## config.mk

```make
export PLATFORM = sky130hd
export DESIGN_NAME = ie_idver_serializer_flat
export DESIGN_NICKNAME = d
export VERILOG_FILES = /design/src/rtl/ie_idver_serializer_pkg.sv /design/src/rtl/ie_idver_serializer_if.sv /design/src/rtl/ie_idver_serializer_bitdiv.sv /design/src/rtl/ie_idver_serializer.sv /design/src/flat_wrapper.sv
export SDC_FILE = /design/constraint.sdc
export NUM_CORES = 1
export LEC_CHECK = 0
export CORE_MARGIN = 5
export CORE_UTILIZATION = 55
export DETAILED_ROUTE_END_ITERATION = 8
export HOLD_SLACK_MARGIN = 0.08
export PLACE_DENSITY = 0.81
export REMOVE_ABC_BUFFERS = 1
export SYNTH_ARGS = -nofsm -noshare
export SYNTH_HDL_FRONTEND = slang
export SYNTH_SLANG_ARGS = --single-unit
```

## constraint.sdc

```tcl
create_clock -name CLK -period 7.1 [get_ports CLK]
set_clock_uncertainty 0.2 [all_clocks]
set_input_delay 1.775 -clock CLK [delete_from_list [all_inputs] [get_ports CLK]]
set_output_delay 1.775 -clock CLK [all_outputs]
set_load 0.03 [all_outputs]
```

## src/rtl/ie_idver_serializer_pkg.sv

```systemverilog
// Shared types and constants for the ICE ID/version serial readout.
// IE_IDVER_PARITY_EN appends an even-parity bit, making the frame 33 bits long.
package ie_idver_pkg;

   typedef enum logic [1:0] {IDLE, LOAD, SHIFT, DONE} state_e;

   localparam int IDVER_WIDTH = 32;
   localparam logic [IDVER_WIDTH-1:0] IDVER_UNSET = 32'h9999_9999;

`ifdef IE_IDVER_PARITY_EN
   localparam int NBITS = 33;
`else
   localparam int NBITS = 32;
`endif

   localparam int IDX_W = $clog2(NBITS);

endpackage

```

## src/rtl/ie_idver_serializer_if.sv

```systemverilog
// Host-side bundle of the ID/version serializer: request/abort in, serial frame out.
// The slave modport is the serializer's view; master is the host's view.
interface ie_idver_serializer_if;
   import ie_idver_pkg::*;

   logic [IDVER_WIDTH-1:0] IDVER;
   logic                   RDREQ;
   logic                   ABORT;
   logic                   IDSDO;
   logic                   IDSVLD;
   logic                   IDSTB;
   logic                   IDBUSY;
   logic                   IDDONE;
   logic                   IDUNSET;

   modport master (
      output IDVER, RDREQ, ABORT,
      input  IDSDO, IDSVLD, IDSTB, IDBUSY, IDDONE, IDUNSET
   );

   modport slave (
      input  IDVER, RDREQ, ABORT,
      output IDSDO, IDSVLD, IDSTB, IDBUSY, IDDONE, IDUNSET
   );

endinterface

```

## src/rtl/ie_idver_serializer_bitdiv.sv

```systemverilog
// Bit-period counter: strobe is a registered flag that is high in the last
// cycle of every DIV-cycle period while enabled.
module ie_bitdiv #(
   parameter int DIV = 4
) (
   input  logic clk,
   input  logic rst,
   input  logic load,
   input  logic enable,
   output logic strobe
);

   localparam logic [7:0] TOP = 8'(DIV - 1);

   logic [7:0] cnt_q;

   // Counter idles at zero so a dropped enable also drops the strobe
   always_ff @(posedge clk or posedge rst) begin
      if (rst) begin
         cnt_q  <= '0;
         strobe <= 1'b0;
      end else if (load || (enable && cnt_q == 8'd0)) begin
         cnt_q  <= TOP;
         strobe <= (TOP == 8'd0);
      end else if (enable) begin
         cnt_q  <= cnt_q - 8'd1;
         strobe <= (cnt_q == 8'd1);
      end else begin
         cnt_q  <= '0;
         strobe <= 1'b0;
      end
   end

endmodule

```

## src/rtl/ie_idver_serializer.sv

```systemverilog
// Snapshots the ICE ID/version word on a RDREQ rising edge and shifts it out
// MSB-first at DIV cycles per bit. IE_IDVER_PARITY_EN adds a trailing even-parity bit.
module ie_idver_serializer
   import ie_idver_pkg::*;
#(
   parameter int DIV = 4
) (
   input  logic                 CLK,
   input  logic                 RESET,
   ie_idver_serializer_if.slave bus
);

   state_e                 state_q, state_d;
   logic                   rdreq_d;
   logic [IDVER_WIDTH-1:0] shadow_q;
   logic [IDX_W-1:0]       idx_q, idx_d;
   logic                   strobe;
   logic                   rdreq_rise;
   logic                   last_bit;
   logic                   div_load;
   logic                   div_en;
   logic                   sdo_d;
   logic                   sdo_q, svld_q, busy_q, done_q, unset_q;

   // Bit index counts down to 0; with parity, index 0 is the parity slot
   function automatic logic data_bit(input logic [IDVER_WIDTH-1:0] w,
                                     input logic [IDX_W-1:0] i);
`ifdef IE_IDVER_PARITY_EN
      return (i == '0) ? ^w : w[5'(i - IDX_W'(1))];
`else
      return w[i];
`endif
   endfunction

   always_ff @(posedge CLK or posedge RESET) begin
      if (RESET) state_q <= IDLE;
      else       state_q <= state_d;
   end

   always_comb begin
      rdreq_rise = bus.RDREQ & ~rdreq_d;
      last_bit   = strobe && (idx_q == '0);
      state_d    = state_q;
      idx_d      = idx_q;
      sdo_d      = 1'b0;

      if (bus.ABORT) begin
         state_d = IDLE;
      end else begin
         case (state_q)
            IDLE:    if (rdreq_rise) state_d = LOAD;
            LOAD:    state_d = SHIFT;
            SHIFT:   if (last_bit) state_d = DONE;
            DONE:    state_d = IDLE;
            default: state_d = IDLE;
         endcase
      end

      // Output bit is prepared one edge ahead so IDSDO comes straight from a flop
      if (state_d == SHIFT) begin
         if (state_q == LOAD) begin
            sdo_d = bus.IDVER[IDVER_WIDTH-1];
            idx_d = IDX_W'(NBITS - 1);
         end else if (strobe) begin
            sdo_d = data_bit(shadow_q, idx_q - IDX_W'(1));
            idx_d = idx_q - IDX_W'(1);
         end else begin
            sdo_d = sdo_q;
         end
      end
   end

   assign div_load = (state_q == LOAD) && !bus.ABORT;
   assign div_en   = (state_q == SHIFT) && (state_d == SHIFT);

   ie_bitdiv #(.DIV(DIV)) u_bitdiv (
      .clk    (CLK),
      .rst    (RESET),
      .load   (div_load),
      .enable (div_en),
      .strobe (strobe)
   );

   always_ff @(posedge CLK or posedge RESET) begin
      if (RESET) begin
         rdreq_d  <= 1'b0;
         shadow_q <= '0;
         idx_q    <= '0;
         sdo_q    <= 1'b0;
         svld_q   <= 1'b0;
         busy_q   <= 1'b0;
         done_q   <= 1'b0;
         unset_q  <= 1'b0;
      end else begin
         rdreq_d <= bus.RDREQ;
         idx_q   <= idx_d;
         sdo_q   <= sdo_d;
         svld_q  <= (state_d == SHIFT);
         busy_q  <= (state_d == LOAD) || (state_d == SHIFT);
         done_q  <= (state_d == DONE);
         // An aborted LOAD leaves the previous snapshot and flag untouched
         if (div_load) begin
            shadow_q <= bus.IDVER;
            unset_q  <= (bus.IDVER == IDVER_UNSET);
         end
      end
   end

   assign bus.IDSDO   = sdo_q;
   assign bus.IDSVLD  = svld_q;
   assign bus.IDSTB   = strobe;
   assign bus.IDBUSY  = busy_q;
   assign bus.IDDONE  = done_q;
   assign bus.IDUNSET = unset_q;

endmodule

```

## src/flat_wrapper.sv

```systemverilog
// flat-port wrapper written by rule: the top's interface ports become plain ports
module ie_idver_serializer_flat import ie_idver_pkg::*;
#(
   parameter int DIV = 4
)
  (CLK, RESET, bus_IDVER, bus_RDREQ, bus_ABORT, bus_IDSDO, bus_IDSVLD, bus_IDSTB, bus_IDBUSY, bus_IDDONE, bus_IDUNSET);
  ie_idver_serializer_if bus_i ();
  input  logic CLK;
  input  logic RESET;
  input wire logic [$bits(bus_i.IDVER)-1:0] bus_IDVER;
  input wire logic [$bits(bus_i.RDREQ)-1:0] bus_RDREQ;
  input wire logic [$bits(bus_i.ABORT)-1:0] bus_ABORT;
  output wire logic [$bits(bus_i.IDSDO)-1:0] bus_IDSDO;
  output wire logic [$bits(bus_i.IDSVLD)-1:0] bus_IDSVLD;
  output wire logic [$bits(bus_i.IDSTB)-1:0] bus_IDSTB;
  output wire logic [$bits(bus_i.IDBUSY)-1:0] bus_IDBUSY;
  output wire logic [$bits(bus_i.IDDONE)-1:0] bus_IDDONE;
  output wire logic [$bits(bus_i.IDUNSET)-1:0] bus_IDUNSET;
  assign bus_i.IDVER = bus_IDVER;
  assign bus_i.RDREQ = bus_RDREQ;
  assign bus_i.ABORT = bus_ABORT;
  assign bus_IDSDO = bus_i.IDSDO;
  assign bus_IDSVLD = bus_i.IDSVLD;
  assign bus_IDSTB = bus_i.IDSTB;
  assign bus_IDBUSY = bus_i.IDBUSY;
  assign bus_IDDONE = bus_i.IDDONE;
  assign bus_IDUNSET = bus_i.IDUNSET;
  ie_idver_serializer #(.DIV(DIV)) u_core (.CLK(CLK), .RESET(RESET), .bus(bus_i));
endmodule
```

=== Word level (Yosys, flattened, before mapping) ===
Cells that the tools add are included.

* Register bits after elaboration: 54
* Output and inout bits: 6
* Word-level logic and storage cells: 52

* Add/subtract/negate cells: 2
* Order comparisons: 1
* Equality and inequality tests: 9
* Mux-type cells: 15
* Bitwise operators: 2
* Reduce and logical (&&, ||, !) cells: 12

{| class="wikitable"
|+ Operators by type and width
! cell !! number
|-
| equality test 32 bit (second input constant) || 1
|-
| two-way mux 8 bit || 2
|-
| two-way mux 5 bit || 2
|-
| equality test 2 bit (second input constant) || 4
|-
| equality test 8 x 1 -> 1 bit (second input constant) || 1
|-
| zero test 8 bit || 1
|-
| case mux 2 bit (4 select lines) || 1
|-
| subtractor 8 x 1 -> 8 bit (second input constant) || 1
|-
| < comparator 5 x 6 -> 1 bit (second input constant) || 1
|-
| two-way mux 1 bit || 6
|-
| two-way mux 2 bit || 3
|-
| binary-select mux 1 bit (select 5 bit) || 1
|-
| zero test 5 bit || 1
|-
| subtractor 5 x 1 -> 5 bit (second input constant) || 1
|-
| equality test 2 x 1 -> 1 bit (second input constant) || 2
|-
| logical AND 1 bit || 4
|-
| != test 3 bit (second input constant) || 1
|-
| zero test 2 bit || 1
|-
| logical OR 1 bit || 2
|-
| AND reduction 2 bit || 1
|-
| nonzero test 2 bit || 1
|-
| AND 1 bit || 1
|-
| zero test 1 bit || 1
|-
| NOT 1 bit || 1
|}

=== Longest topological paths before layout ===
* Depth after elaboration: 10
* Gate-level depth with buffers: 13
* Gate-level depth less buffers: 11

=== Hierarchy ===
A second synthesis with hierarchy kept.

* Cells, all modules: 213
* Area, all modules: 2772.7 µm²

{| class="wikitable"
|+ Modules (own cells, without submodules)
! module !! instances !! cells an instance !! area an instance (µm²) !! sequential area each (µm²)
|-
| ie_idver_serializer || 1 || 167 || 2258.4 || 1126.1
|-
| ie_bitdiv || 1 || 46 || 514.2 || 225.2
|}

=== Worst setup path before layout ===
Ideal clock, no wire load.

* Kind: input-to-reg
* Start: in bus_RDREQ
* End: reg u_core.sdo_q, in the netlist u_core.bus.IDSDO
* Library setup time: 0.110 ns
* Arrival time: 3.236 ns
* Required time: 6.790 ns
* Path slack: 3.554 ns
* Stages on the path: 8
* Buffers on the path: 1
* Path through: nor2b_1 > o21ai_0 > a21o_1 > ha_1 > clkbuf_1 > and3b_1 > o31ai_2 > o41ai_1

* Cells in the longest elaborated chain, start to end: 6
* Elaborated cells between the ends (all ways): 7
* Classes of those cells: 2 x eq/ne; 4 x mux; 1 x bitwise

{| class="wikitable"
|+ Ends and longest elaborated chain
! item !! line !! source
|-
| from (decl) || flat_wrapper.sv:11 || <nowiki>input wire logic [$bits(bus_i.RDREQ)-1:0] bus_RDREQ;</nowiki>
|-
| AND 1 bit * || ie_idver_serializer.sv:41 || <nowiki>rdreq_rise = bus.RDREQ & ~rdreq_d;</nowiki>
|-
| two-way mux 2 bit * || ie_idver_serializer.sv:51 || <nowiki>IDLE: if (rdreq_rise) state_d = LOAD;</nowiki>
|-
| case mux 2 bit (4 select lines) * || ie_idver_serializer.sv:50 || <nowiki>case (state_q)</nowiki>
|-
| two-way mux 2 bit * || ie_idver_serializer.sv:47 || <nowiki>if (bus.ABORT) begin</nowiki>
|-
| equality test 2 bit * || ie_idver_serializer.sv:60 || <nowiki>if (state_d == SHIFT) begin</nowiki>
|-
| != test 3 bit (no line) or two-way mux 1 bit (tied branches) || n/a ||
|-
| to (signal assigned) || ie_idver_serializer.sv:97 || <nowiki>sdo_q <= sdo_d;</nowiki>
|-
| to (decl) || ie_idver_serializer.sv:23 || <nowiki>logic sdo_q, svld_q, busy_q, done_q, unset_q;</nowiki>
|}

Mark *: on every way between the ends. The rest lies on a longest branch, timed or not.
A chain may end at the register's enable or synchronous reset.

=== Final worst setup path ===
* Start: in bus_RDREQ
* End: reg u_core.u_bitdiv.cnt_q[3]

* Cells in the longest elaborated chain, start to end: 9
* Elaborated cells between the ends (all ways): 10
* Classes of those cells: 1 x eq/ne; 5 x mux; 1 x bitwise; 3 x reduce/logical

{| class="wikitable"
|+ Ends and longest elaborated chain
! item !! line !! source
|-
| AND 1 bit * || ie_idver_serializer.sv:41 ||
|-
| two-way mux 2 bit * || ie_idver_serializer.sv:51 ||
|-
| case mux 2 bit (4 select lines) * || ie_idver_serializer.sv:50 ||
|-
| two-way mux 2 bit * || ie_idver_serializer.sv:47 ||
|-
| equality test 2 bit * || ie_idver_serializer.sv:74 || <nowiki>assign div_en = (state_q == SHIFT) && (state_d == SHIFT);</nowiki>
|-
| logical AND 1 bit * || ie_idver_serializer.sv:74 ||
|-
| logical AND 1 bit || ie_idver_serializer_bitdiv.sv:22 || <nowiki>end else if (load || (enable && cnt_q == 8'd0)) begin</nowiki>
|-
| logical OR 1 bit || ie_idver_serializer_bitdiv.sv:22 ||
|-
| two-way mux 8 bit * || ie_idver_serializer_bitdiv.sv:22 ||
|-
| to (signal assigned) || ie_idver_serializer_bitdiv.sv:26 || <nowiki>cnt_q <= cnt_q - 8'd1;</nowiki>
|-
| to (decl) || ie_idver_serializer_bitdiv.sv:15 || <nowiki>logic [7:0] cnt_q;</nowiki>
|}

Marks and branches as above.

==> out/results.tsv <==
stage	metric	value	unit
yosys	yosysMostFrequentCell	dfrtp_1	
worst_hold_path	min_path_type	flip-flop to flip-flop	
layout	n_fill_cell	348	
layout	area_delta_synth_final	21.1	%
setup_path	regToRegStartpoint	u_core.idx_q[0]	
worst_hold_path	min_to	u_core.shadow_q[26]	
power_and_ir_drop	power	0.936	mW
yosys	netlist_instances	203	
yosys	yosys_warnings	0	
layout	multi_input_area	1250	sq um
yosys	async_reset_ff_share	100	%
yosys	synth_top_area_share	50.5	%
yosys	yosysTopAreaCell	dfrtp_1	
route	routed_wl	4970	um
global_routing	grt_max_degree	55	
sta	post-route-period-util	55.2	%
route	vias	1723	
clock_tree	clock-sinks	54	
sta	relSlewSlack	27.9	%
clock_tree	cts_tree	done	
die	fp.coreArea	4720	sq um
setup_path	criticalPathCategory	input port to flip-flop	
clock_tree	cts.repair.resized	0	
global_routing	overflow	0	
power_and_ir_drop	p_comb_share	28.7	%
worst_hold_path	hp-start	u_core.shadow_q[26]	
job	maxCapViolCount	0	
power_and_ir_drop	clockPowerShare	21.2	%
yosys	synth_commonest_cells	dfrtp_1, mux2_2, nor2_1	
global_routing	antenna_found_initial	0	
yosys	syn_area	2680	sq um
clock_tree	clk_latency	300	ps
route	routed_via_density	5.50	
run_status	status	completed	
power_and_ir_drop	p_int	0.678	mW
sta	setup-violations-final	0	
sta	hold_viol	0	
placed_design	portBuffers	41	
placed_design	place.gp.congestion	0.792	
layout	drive_above_1_share	22.4	%
layout	seqCellArea	1350	sq um
clock_tree	cts.htree.levels	2	
route	avgRoutedWirePerCell	15.9	um
die	start_util	56.7	%
die	die-width	79.8	um
global_routing	grt_pass1_vias	1798	
yosys	synthTopCellsByArea	dfrtp_1, mux2_2, mux4_2, ha_1, mux4_1	
route	firstDrtPassIters	4	
route	final_antenna_net_count	0	
layout	n_antenna_cell	0	
placed_design	hpwlAfterDp	3670	um
die	die_h	79.8	um
layout	final_core_util	68.7	%
power_and_ir_drop	p_leak	1.39	nW
power_and_ir_drop	max-vdd-ir-drop	163	uV
clock_tree	cts_setup_buffers	0	
sta	worst_pin_slew	1080	ps
power_and_ir_drop	p_switching	0.258	mW
die	ios	42	
setup_path	worstPathRequired	7130	ps
yosys	synth-seq-cells	54	
setup_path	ff2ff_setup_slack	4000	ps
setup_path	worstSetupEndpointType	flip-flop	
clock_tree	cts_hold_buffers	0	
setup_path	r2r_cells	11	
setup_path	r2r-end	u_core.u_bitdiv.cnt_q[3]	
yosys	ys_seq_area_share	50.5	%
yosys	synth_edf_count	0	
route	first_iter_violations	103	
yosys	ys.flop_type	dfrtp_1	
clock_tree	cts_buffers	5	
placed_design	place_ws	2900	ps
clock_tree	cts-root-buf	clkbuf_8	
setup_path	crit_arrival	3950	ps
worst_hold_path	hold_path_depth	1	
sta	fin_ws	3180	ps
yosys	syn_area_per_cell	13.2	sq um
sta	min_period	3920	ps
sta	slew_violations	0	
global_routing	grt_first_pass_wirelength	8600	um
sta	grt_setup_unrepaired	false	
clock_tree	clk_pin_slew	80	ps
global_routing	grt_util_all_layers	17.5	%
die	fp-row-count	25	
setup_path	start_kind	input port	
sta	tns	0	ps
sta	timing.hold.ws	310	ps
power_and_ir_drop	power_frac_seq	50.0	%
route	drc	0	
sta	fmax	255	MHz
layout	nets	290	
power_and_ir_drop	powerDensity	289	nW/um^2
clock_tree	clk_path_buf_depth	2	
die	design.die.area	6360	sq um
power_and_ir_drop	sw_frac_of_total	27.6	%
setup_path	crit_fanout	10	
yosys	synth.distinct_cells	41	
placed cells by master (no fill, tap or decap), drive strengths merged, types with 2 or more instances in the layout:
master and instances:
and3b 2, nor3 4, nor2 14, clkbuf 7
nor4bb 3, a2111oi 3, dfrtp 54, nand3 3
nand2 5, xor2 4, a21oi 4, inv 8
xnor2 7, a31oi 3, mux2 34, a21o 2
and2b 2, nand4 3, nor3b 3, clkdlybuf4s50 41
nor2b 4, mux4 8, ha 9, o21ai 6
through the flow:
step / cell area, sq um / cells
CTS: 3240 / 313
floorplan: 2630 / 196
detailed placement: 3140 / 305
global route: 3240 / 313
finish: 3240 / 313
global placement: 3140 / 305
cell families (layout without fill, tap and decap cells):
family / after synthesis / after routing / synth area share (%)
flip-flops: 54 / 54 / 50.5
AND/OR/NAND/NOR: 50 / 50 / 11.3
multiplexers: 42 / 42 / 21.3
AO/OA/AOI/OAI: 22 / 22 / 6.03
buffers and inverters: 15 / 58 / 2.80
XOR/XNOR: 11 / 11 / 3.88
adder cells (fa/ha/maj): 9 / 9 / 4.21
layout make-up:
cell class / count / share of cell area (%)
Tap cell: 67 / 2.58
Clock buffer: 7 / 2.35
Multi-Input combinational cell: 134 / 38.7
Clock inverter: 1 / 0.926
Inverter: 8 / 0.926
Timing Repair Buffer: 42 / 12.9
Sequential cell: 54 / 41.7
sequential cells by signal (all words and copies together), names as in the netlist, 2 cells and up:
register and count:
u_core.u_bitdiv.cnt_q 8, u_core.idx_q 5, u_core.state_q 2, u_core.shadow_q 32
power by group through the flow:
| stage | logic [mW] | clock network, mW | registers, mW |
|---|---|---|---|
| floorplan | 0.207 | 0 | 0.458 |
| global placement | 0.263 | 0 | 0.471 |
| detailed placement | 0.270 | 0 | 0.476 |
| CTS | 0.271 | 0.204 | 0.469 |
| global route | 0.298 | 0.215 | 0.481 |
| finish | 0.269 | 0.199 | 0.469 |
layer usage:
| metal | share of wire [%] | global-route usage, % |
|---|---|---|
| met3 | 2.9 | 2.71 |
| met2 | 50 | 29.2 |
| met5 | 0 | 0 |
| met4 | 0.48 | 4.05 |
| met1 | 47 | 24.1 |
worst max-delay path: stages:
cell and delay (ps):
clkdlybuf4s50_1 460, nor2b_1 120, o21ai_0 100, a21o_1 190
ha_1 310, and3b_1 240, a31oi_1 310, nand3_1 260
nor2_1 160
worst max path at each step:
stage              start  cells after the start                        to
3_5_place_dp   bus_RDREQ                      9  u_core.u_bitdiv.cnt_q[2]
2_1_floorplan  bus_ABORT                      4  u_core.u_bitdiv.cnt_q[2]
3_3_place_gp   bus_RDREQ                      9  u_core.u_bitdiv.cnt_q[3]
5_1_grt        bus_RDREQ                      9  u_core.u_bitdiv.cnt_q[3]
6_report       bus_RDREQ                      9  u_core.u_bitdiv.cnt_q[3]
4_1_cts        bus_RDREQ                      9  u_core.u_bitdiv.cnt_q[3]
Note: power is estimated with default switching activity, not from simulation.
